===== src/rtl/raster_engine.sv =====
`timescale 1ns/1ps
// raster_engine: command-driven framebuffer rasterizer.
// A CPU command (FILL, POINT, filled RECT, Bresenham LINE) is latched. After one
// SETUP cycle the engine emits one framebuffer pixel per clock.
// Pixels outside the framebuffer are clipped. A clipped pixel still uses its
// cycle, but its write strobe stays low.
//
// Request handshake: execute_request is a one-cycle start strobe. It is only
// honoured when busy is low (state IDLE). At that edge every command input is
// latched. While busy is high the strobe and the command inputs are ignored, and
// no request is queued. busy drops on the edge that finishes the operation, so
// a new request is accepted in the first cycle busy reads 0.
module raster_engine #(
   parameter int unsigned FB_WIDTH  = 214,
   parameter int unsigned FB_HEIGHT = 160,
   parameter int unsigned COORD_W   = 8,
   parameter int unsigned COLOUR_W  = 3,
   parameter int unsigned ADDR_W    = 16
) (
   input  logic                clk,
   input  logic                rst_async,
   input  logic [7:0]          command,
   input  logic [COORD_W-1:0]  x0,
   input  logic [COORD_W-1:0]  y0,
   input  logic [COORD_W-1:0]  x1,
   input  logic [COORD_W-1:0]  y1,
   input  logic [COLOUR_W-1:0] colour,
   input  logic                execute_request,
   output logic                busy,
   output logic                cmd_error,
   output logic [ADDR_W-1:0]   fb_addr,
   output logic                fb_write_en,
   output logic [COLOUR_W-1:0] fb_pixel,
   output logic [1:0]          o_dbg_state
);

   typedef enum logic [1:0] {
      S_IDLE  = 2'd0,
      S_SETUP = 2'd1,
      S_DRAW  = 2'd2
   } state_t;

   localparam logic [7:0] CMD_NOP   = 8'd0;
   localparam logic [7:0] CMD_FILL  = 8'd1;
   localparam logic [7:0] CMD_POINT = 8'd2;
   localparam logic [7:0] CMD_RECT  = 8'd3;
   localparam logic [7:0] CMD_LINE  = 8'd4;

   localparam logic [ADDR_W-1:0]  C_W         = ADDR_W'(FB_WIDTH);
   localparam logic [ADDR_W-1:0]  C_ONE_A     = ADDR_W'(1);
   localparam logic [COORD_W-1:0] C_ONE_C     = COORD_W'(1);
   localparam logic [ADDR_W-1:0]  C_FILL_LAST = ADDR_W'(FB_WIDTH * FB_HEIGHT - 1);

   // A pixel is clipped when it lies outside the framebuffer.
   function automatic logic f_clip(input logic [COORD_W-1:0] px,
                                   input logic [COORD_W-1:0] py);
      return (32'(px) >= FB_WIDTH) || (32'(py) >= FB_HEIGHT);
   endfunction

   // FSM state
   state_t r_state;
   state_t w_state_nxt;

   // Latched command
   logic [7:0]          r_cmd;
   logic [COORD_W-1:0]  r_x0, r_y0, r_x1, r_y1;
   logic [COLOUR_W-1:0] r_colour;

   // Walker state and registered outputs
   logic [COORD_W-1:0]        r_x, r_y;
   logic [ADDR_W-1:0]         r_addr, r_row;
   logic signed [COORD_W+1:0] r_err;
   logic                      r_busy, r_cerr, r_we;
   logic [COLOUR_W-1:0]       r_pix;

   // Next values of walker and outputs
   logic [COORD_W-1:0]        w_x_nxt, w_y_nxt;
   logic [ADDR_W-1:0]         w_addr_nxt, w_row_nxt;
   logic signed [COORD_W+1:0] w_err_nxt;
   logic                      w_busy_nxt, w_cerr_nxt, w_we_nxt;
   logic [COLOUR_W-1:0]       w_pix_nxt;

   // Command decode
   logic w_accept;
   logic w_is_fill, w_is_point, w_is_rect, w_is_line, w_draws, w_illegal;

   // Geometry derived from the latched coordinates
   logic [COORD_W-1:0]        w_xmin, w_xmax, w_ymin, w_ymax;
   logic [COORD_W-1:0]        w_dx, w_dy;
   logic                      w_sx_pos, w_sy_pos;
   logic [COORD_W-1:0]        w_start_x, w_start_y;
   logic [ADDR_W-1:0]         w_start_addr;
   logic signed [COORD_W+1:0] w_dx_e, w_dy_e, w_err_init;
   logic signed [COORD_W+2:0] w_dx_w, w_dy_w, w_e2;
   logic                      w_step_x, w_step_y;
   logic                      w_last;

   assign w_accept   = (r_state == S_IDLE) && execute_request;
   assign w_is_fill  = (r_cmd == CMD_FILL);
   assign w_is_point = (r_cmd == CMD_POINT);
   assign w_is_rect  = (r_cmd == CMD_RECT);
   assign w_is_line  = (r_cmd == CMD_LINE);
   assign w_draws    = w_is_fill | w_is_point | w_is_rect | w_is_line;
   assign w_illegal  = (r_cmd > CMD_LINE);

   assign w_xmin = (r_x0 <= r_x1) ? r_x0 : r_x1;
   assign w_xmax = (r_x0 <= r_x1) ? r_x1 : r_x0;
   assign w_ymin = (r_y0 <= r_y1) ? r_y0 : r_y1;
   assign w_ymax = (r_y0 <= r_y1) ? r_y1 : r_y0;

   assign w_sx_pos = (r_x1 >= r_x0);
   assign w_sy_pos = (r_y1 >= r_y0);
   assign w_dx     = w_sx_pos ? (r_x1 - r_x0) : (r_x0 - r_x1);
   assign w_dy     = w_sy_pos ? (r_y1 - r_y0) : (r_y0 - r_y1);

   // The only multiply sits on the setup path. The per-pixel path is add/sub only.
   assign w_start_x    = w_is_rect ? w_xmin : r_x0;
   assign w_start_y    = w_is_rect ? w_ymin : r_y0;
   assign w_start_addr = ADDR_W'(w_start_y) * C_W + ADDR_W'(w_start_x);

   // Bresenham terms. err has two guard bits, and e2 = 2*err has one more.
   assign w_dx_e     = $signed({2'b00, w_dx});
   assign w_dy_e     = $signed({2'b00, w_dy});
   assign w_dx_w     = $signed({3'b000, w_dx});
   assign w_dy_w     = $signed({3'b000, w_dy});
   assign w_err_init = w_dx_e - w_dy_e;
   assign w_e2       = $signed({r_err, 1'b0});
   assign w_step_x   = (w_e2 >= -w_dy_w);
   assign w_step_y   = (w_e2 <= w_dx_w);

   // The current pixel on the outputs is the final one of the operation.
   assign w_last = w_is_fill ? (r_addr == C_FILL_LAST) :
                   w_is_rect ? ((r_x == w_xmax) && (r_y == w_ymax)) :
                   w_is_line ? ((r_x == r_x1) && (r_y == r_y1)) :
                   1'b1;

   // State register; an asynchronous reset aborts any operation in flight.
   always_ff @(posedge clk or posedge rst_async) begin
      if (rst_async) r_state <= S_IDLE;
      else           r_state <= w_state_nxt;
   end

   // Next-state logic: IDLE -> SETUP -> DRAW -> IDLE.
   always_comb begin
      w_state_nxt = r_state;
      case (r_state)
         S_IDLE:  if (execute_request) w_state_nxt = S_SETUP;
         S_SETUP: w_state_nxt = w_draws ? S_DRAW : S_IDLE;
         S_DRAW:  if (w_last) w_state_nxt = S_IDLE;
         default: w_state_nxt = S_IDLE;
      endcase
   end

   // Output/walker next values: preload in SETUP, then step one pixel per DRAW cycle.
   always_comb begin
      w_busy_nxt = r_busy;
      w_cerr_nxt = 1'b0;
      w_we_nxt   = 1'b0;
      w_pix_nxt  = r_pix;
      w_x_nxt    = r_x;
      w_y_nxt    = r_y;
      w_addr_nxt = r_addr;
      w_row_nxt  = r_row;
      w_err_nxt  = r_err;
      case (r_state)
         S_IDLE: begin
            if (execute_request) w_busy_nxt = 1'b1;
         end
         S_SETUP: begin
            if (!w_draws) begin
               w_busy_nxt = 1'b0;
               w_cerr_nxt = w_illegal;
            end else begin
               w_x_nxt   = w_start_x;
               w_y_nxt   = w_start_y;
               w_pix_nxt = r_colour;
               w_err_nxt = w_err_init;
               if (w_is_fill) begin
                  w_addr_nxt = '0;
                  w_row_nxt  = '0;
                  w_we_nxt   = 1'b1;
               end else begin
                  w_addr_nxt = w_start_addr;
                  w_row_nxt  = w_start_addr;
                  w_we_nxt   = !f_clip(w_start_x, w_start_y);
               end
            end
         end
         S_DRAW: begin
            if (w_last) begin
               w_busy_nxt = 1'b0;
            end else if (w_is_fill) begin
               w_addr_nxt = r_addr + C_ONE_A;
               w_we_nxt   = 1'b1;
            end else if (w_is_rect) begin
               if (r_x == w_xmax) begin
                  w_x_nxt    = w_xmin;
                  w_y_nxt    = r_y + C_ONE_C;
                  w_row_nxt  = r_row + C_W;
                  w_addr_nxt = r_row + C_W;
               end else begin
                  w_x_nxt    = r_x + C_ONE_C;
                  w_addr_nxt = r_addr + C_ONE_A;
               end
               w_we_nxt = !f_clip(w_x_nxt, w_y_nxt);
            end else begin
               // Only LINE can reach here; POINT always ends on its first pixel.
               w_err_nxt = r_err - (w_step_x ? w_dy_e : '0) + (w_step_y ? w_dx_e : '0);
               if (w_step_x) begin
                  w_x_nxt    = w_sx_pos ? (r_x + C_ONE_C) : (r_x - C_ONE_C);
                  w_addr_nxt = w_sx_pos ? (w_addr_nxt + C_ONE_A) : (w_addr_nxt - C_ONE_A);
               end
               if (w_step_y) begin
                  w_y_nxt    = w_sy_pos ? (r_y + C_ONE_C) : (r_y - C_ONE_C);
                  w_addr_nxt = w_sy_pos ? (w_addr_nxt + C_W) : (w_addr_nxt - C_W);
               end
               w_we_nxt = !f_clip(w_x_nxt, w_y_nxt);
            end
         end
         default: w_busy_nxt = 1'b0;
      endcase
   end

   // Registered outputs and walker state.
   always_ff @(posedge clk or posedge rst_async) begin
      if (rst_async) begin
         r_busy <= 1'b0;
         r_cerr <= 1'b0;
         r_we   <= 1'b0;
         r_pix  <= '0;
         r_addr <= '0;
         r_row  <= '0;
         r_x    <= '0;
         r_y    <= '0;
         r_err  <= '0;
      end else begin
         r_busy <= w_busy_nxt;
         r_cerr <= w_cerr_nxt;
         r_we   <= w_we_nxt;
         r_pix  <= w_pix_nxt;
         r_addr <= w_addr_nxt;
         r_row  <= w_row_nxt;
         r_x    <= w_x_nxt;
         r_y    <= w_y_nxt;
         r_err  <= w_err_nxt;
      end
   end

   // Command latch: capture every command input when a request is accepted.
   always_ff @(posedge clk or posedge rst_async) begin
      if (rst_async) begin
         r_cmd    <= CMD_NOP;
         r_x0     <= '0;
         r_y0     <= '0;
         r_x1     <= '0;
         r_y1     <= '0;
         r_colour <= '0;
      end else if (w_accept) begin
         r_cmd    <= command;
         r_x0     <= x0;
         r_y0     <= y0;
         r_x1     <= x1;
         r_y1     <= y1;
         r_colour <= colour;
      end
   end

   assign busy        = r_busy;
   assign cmd_error   = r_cerr;
   assign fb_addr     = r_addr;
   assign fb_write_en = r_we;
   assign fb_pixel    = r_pix;
   assign o_dbg_state = r_state;

endmodule


===== config.mk =====
export PLATFORM = sky130hd
export DESIGN_NAME = raster_engine
export DESIGN_NICKNAME = d
export VERILOG_FILES = /design/src/rtl/raster_engine.sv
export SDC_FILE = /design/constraint.sdc
export NUM_CORES = 1
export LEC_CHECK = 0
export CAP_MARGIN = 20
export CORE_MARGIN = 2
export CORE_UTILIZATION = 55
export DETAILED_ROUTE_END_ITERATION = 10
export GPL_ROUTABILITY_DRIVEN = 1
export PLACE_DENSITY = 0.74
export SETUP_SLACK_MARGIN = 0.05
export SKIP_CTS_REPAIR_TIMING = 1
export SYNTH_ARGS = -nofsm -noshare
export SYNTH_HDL_FRONTEND = slang
export SYNTH_SLANG_ARGS = --single-unit

===== constraint.sdc =====
create_clock -name clk -period 10.1 [get_ports clk]
set_input_delay 1.515 -clock clk [delete_from_list [all_inputs] [get_ports clk]]
set_output_delay 1.515 -clock clk [all_outputs]
set_load 0.005 [all_outputs]

==> results <==
- The total die area is roughly 0.026 mm^2.
- At the pin with the least slew margin, the transition time is roughly 1.0 ns.
- Buffers placed on the I/O ports in this run total 69.
- Synthesis produced a netlist whose cell count is 1,723.
- The number of hold-slack violations in the final timing report is 0.
- Clock tree synthesis selected as its root buffer the cell sky130_fd_sc_hd__clkbuf_16.
- Synthesis instantiated 77 different standard cells from the library.
- The cell repeated most along the worst path is sky130_fd_sc_hd__a21oi_1.
- The run finished with clean final reports.
- The relative max-transition margin is 0.3079.
- In the global route stage, overall resource usage came out at 0.3150.
- The worst-path cell with the longest stage delay is sky130_fd_sc_hd__nand2_1.
- The data arrival time at the worst-slack endpoint is roughly 9.1 ns.
- The area of combinational cells with multiple inputs is 0.01004 mm^2.
- For this configuration, the core starts out at a cell density of 0.5605.
- The detailed-route wire length is ~41 mm.
- The CTS tree is yes.
- Entering global routing, the biggest net connects just over 70 pins.
- The via count of the first global-routing pass was ~12,000.
- The clock period minus final worst setup slack is 8.869 ns.
- The critical path's largest stage delay is approximately 0.60 ns.
- Once detailed placement completed, the half-perimeter wirelength came to between 30 and 40 mm.
- Max-cap violations in this run came to 0.
- The type of the worst setup path is flop to flop.
- A synthesized cell averages between 7 and 8 um^2.
- The global-route congestion overflow total is 0.
- The antenna diode count is 0.
- The setup TNS is 0 ns.
- For this run, asynchronously set or reset flops after synthesis account for 1.000.
- The achievable frequency is ~110 MHz.
- The area of the core is roughly 0.024 mm^2.
- The critical path launch point is r_y0[0]$_DFFE_PP0P_.
- The number of antenna violations at the first check in global routing is 0.
- At the end of routability-driven placement, the weighted congestion stood at approximately 1.
- The number of design-rule violations left by the first detailed-router iteration is about 1,300.
- The insertion delay to the later sink of the worst-skew pair is about 0.37 ns.
- The worst hold path class is flop to flop.
- The die is between 150 and 200 um tall.
- The final number of max-transition violations is 0.
- The endpoint of the most critical setup path is fb_addr[15]$_DFFE_PP0P_.
- The final setup violation count is 0.
- The cell row count is 57.
- Broken down by cell family, the worst path's largest delay share belongs to compound AO/OA/AOI/OAI gates.
- The beginning of the worst hold path is r_row[0]$_DFFE_PP0P_.
- The synthesized net count is roughly 1,900.
- The total buffers and inverters traversed by the critical path is 5.
- The fraction of final layout cells sized beyond drive strength 1 is 0.07339.
- The net count reported at finish is roughly 2,000.
- The setup clock skew after layout is 0.01058 ns.
- The average wire per standard cell is 19.74 um.
- The number of nets with antenna violations after routing is 0.
- The detailed-router iteration count before antenna repair is 8.
- The final route contains 13,001 vias.
- For this run, the number of Yosys warnings is 0.
- The first-pass GRT wire length is about 66 mm.
- After detailed routing, the number of remaining DRC violations is 0.
- In this run the critical register-to-register path is launched from r_y0[0]$_DFFE_PP0P_.
- The slack of the worst reg-to-reg path is 1.23 ns.
- In this run the horizontal extent of the chip is ~160 um.
- The count of flip-flops with a built-in enable after synthesis is 0.
- The mapped netlist covers about 0.014 mm^2.
- The area growth from synthesis to layout is 8.933%.
- Of the synthesized area, sequential elements account for 0.1995.
- The kind of start point of the critical path is a flop.
- Data on the critical path is required at its endpoint by approximately 10 ns.
- Clock-pin slew was measured on the worst setup and hold paths at ~0.080 ns.
- STA classifies the critical path endpoint as a flop.
- Counting the fill cells in the layout gives around 2,300.
- The area of all sequential standard cells is between 0.002 and 0.003 mm^2.
- The reg-to-reg endpoint is fb_addr[15]$_DFFE_PP0P_.
- Buffers inserted during clock tree synthesis total 9.
- The number of cells on the critical path is 34.
- The synthesis-stage register bit count is between 100 and 150.
- In this run the worst path has a maximum fanout of 21.
- The clock drives ~110 sinks.
- The cell depth of the worst flop-to-flop path is 34.
- Setup repair after global routing left no endpoint under its margin.
- The number of top-level design ports is 70.
- The portion of the clock cycle consumed by the worst path in the final layout is 0.8781.
- For this run, the leading register cell type out of synthesis is sky130_fd_sc_hd__dfrtp_1.
- The number of H-tree levels is 3.
- The clock tree buffer depth is 2.
- After detailed routing, the number of vias per cell comes to between 6 and 7.
## layout make-up
| class | count | share of cell area |
|---|---|---|
| clock buffer | 10 | 0.01538 |
| sequential | 109 | 0.1832 |
| timing repair buffer | 89 | 0.05646 |
| inverter | 158 | 0.03999 |
| multi-input combinational | 1372 | 0.6740 |
| clock inverter | 6 | 0.003781 |
| tap | 324 | 0.02722 |
## state kept, by name, indices dropped and copies added (netlist names)
signal / cells
fb_addr: 16
r_row: 16
r_err: 10
r_cmd: 8
r_x0: 8
r_x1: 8
r_x: 8
r_y0: 8
r_y1: 8
r_y: 8
fb_pixel: 3
r_colour: 3
o_dbg_state: 2
busy: 1
cmd_error: 1
fb_write_en: 1
## Yosys cell counts (6+ instances only)
master | n | area share
sky130_fd_sc_hd__nor2b_1 | 18 | 0.0082
sky130_fd_sc_hd__a211oi_1 | 25 | 0.014
sky130_fd_sc_hd__o21a_1 | 15 | 0.0082
sky130_fd_sc_hd__a221o_1 | 6 | 0.0044
sky130_fd_sc_hd__inv_1 | 157 | 0.043
sky130_fd_sc_hd__nand2_1 | 169 | 0.046
sky130_fd_sc_hd__xnor2_1 | 72 | 0.046
sky130_fd_sc_hd__nor2_1 | 123 | 0.034
sky130_fd_sc_hd__nor4_1 | 12 | 0.0055
sky130_fd_sc_hd__nor3_1 | 23 | 0.0084
sky130_fd_sc_hd__nor4b_1 | 7 | 0.0045
sky130_fd_sc_hd__or3_1 | 11 | 0.0050
sky130_fd_sc_hd__nor3b_1 | 7 | 0.0038
sky130_fd_sc_hd__dfrtp_1 | 109 | 0.20
sky130_fd_sc_hd__mux2_2 | 66 | 0.054
sky130_fd_sc_hd__or4_1 | 11 | 0.0060
sky130_fd_sc_hd__a211o_1 | 16 | 0.010
sky130_fd_sc_hd__nand3_1 | 63 | 0.023
sky130_fd_sc_hd__mux2i_1 | 27 | 0.020
sky130_fd_sc_hd__xor2_1 | 52 | 0.033
sky130_fd_sc_hd__a21oi_1 | 119 | 0.044
sky130_fd_sc_hd__and2_1 | 12 | 0.0055
sky130_fd_sc_hd__nand2b_1 | 12 | 0.0055
sky130_fd_sc_hd__o22ai_1 | 16 | 0.0073
sky130_fd_sc_hd__a21o_1 | 24 | 0.013
sky130_fd_sc_hd__and3_1 | 18 | 0.0082
sky130_fd_sc_hd__o21bai_1 | 13 | 0.0071
sky130_fd_sc_hd__clkbuf_1 | 74 | 0.020
sky130_fd_sc_hd__o211ai_1 | 22 | 0.012
sky130_fd_sc_hd__fa_1 | 27 | 0.040
sky130_fd_sc_hd__a221oi_1 | 9 | 0.0058
sky130_fd_sc_hd__o31ai_1 | 15 | 0.0082
sky130_fd_sc_hd__a31oi_1 | 17 | 0.0078
sky130_fd_sc_hd__o21ai_0 | 95 | 0.035
sky130_fd_sc_hd__ha_1 | 151 | 0.14
sky130_fd_sc_hd__nand4_1 | 17 | 0.0078
## cell families after synthesis
logic type / after synthesis / synth area share
AO/OA/AOI/OAI: 452 / 0.2148
flip-flops: 109 / 0.1995
multiplexers: 94 / 0.07496
AND/OR/NAND/NOR: 524 / 0.1855
adder cells (fa/ha/maj): 178 / 0.1777
buffers and inverters: 242 / 0.06800
XOR/XNOR: 124 / 0.07944
## routing by layer
layer / global-route usage / vias up / part of all wire
li1: - / 6165 / -
met1: 0.4277 / 6267 / 0.44
met2: 0.5342 / 496 / 0.48
met3: 0.02630 / 73 / 0.057
met4: 0.1022 / 0 / 0.030
met5: 0 / - / 0
## through the flow
step / setup slack, ns / instance area (um^2) / std cells / hold slack (ns) / utilization
after global placement: 1.797 / 14610 / 2052 / 0.4833 / 0.5989
after CTS: 1.358 / 14890 / 2068 / 0.5066 / 0.6105
after floorplan: 2.163 / 13670 / 1723 / 0.4720 / -
final: 1.231 / 14890 / 2068 / 0.5056 / 0.6105
after global routing: 0.4935 / 14890 / 2068 / 0.5271 / 0.6105
after detailed placement: 1.469 / 14610 / 2052 / 0.4893 / 0.5989
## worst min path at each step
stage	to	slack (ns)	depth (start not counted)
finish	r_row[0]$_DFFE_PP0P_	0.51	1
global route	r_row[0]$_DFFE_PP0P_	0.53	1
CTS	r_row[0]$_DFFE_PP0P_	0.51	1
detailed placement	r_row[0]$_DFFE_PP0P_	0.49	1
global placement	fb_pixel[1]$_DFFE_PP0P_	0.48	1
floorplan	r_row[2]$_DFFE_PP0P_	0.47	2
## placed cells by master (no fill, tap or decap), types with 17 or more instances in the layout
| cell | n |
|---|---|
| sky130_fd_sc_hd__nand3_1 | 63 |
| sky130_fd_sc_hd__mux2_2 | 66 |
| sky130_fd_sc_hd__o211ai_1 | 22 |
| sky130_fd_sc_hd__a21oi_1 | 119 |
| sky130_fd_sc_hd__nand4_1 | 17 |
| sky130_fd_sc_hd__inv_1 | 156 |
| sky130_fd_sc_hd__dfrtp_1 | 109 |
| sky130_fd_sc_hd__xor2_1 | 52 |
| sky130_fd_sc_hd__clkdlybuf4s50_1 | 69 |
| sky130_fd_sc_hd__fa_1 | 27 |
| sky130_fd_sc_hd__nor2b_1 | 18 |
| sky130_fd_sc_hd__a21o_1 | 24 |
| sky130_fd_sc_hd__nand2_1 | 168 |
| sky130_fd_sc_hd__buf_4 | 20 |
| sky130_fd_sc_hd__xnor2_1 | 72 |
| sky130_fd_sc_hd__a31oi_1 | 17 |
| sky130_fd_sc_hd__and3_1 | 18 |
| sky130_fd_sc_hd__mux2i_1 | 26 |
| sky130_fd_sc_hd__o21ai_0 | 94 |
| sky130_fd_sc_hd__nor2_1 | 123 |
| sky130_fd_sc_hd__ha_1 | 150 |
| sky130_fd_sc_hd__nor3_1 | 23 |
| sky130_fd_sc_hd__a211oi_1 | 25 |
Power is not shown: default switching activity piles up to over one toggle a cycle in this logic, so the estimate is an artifact.
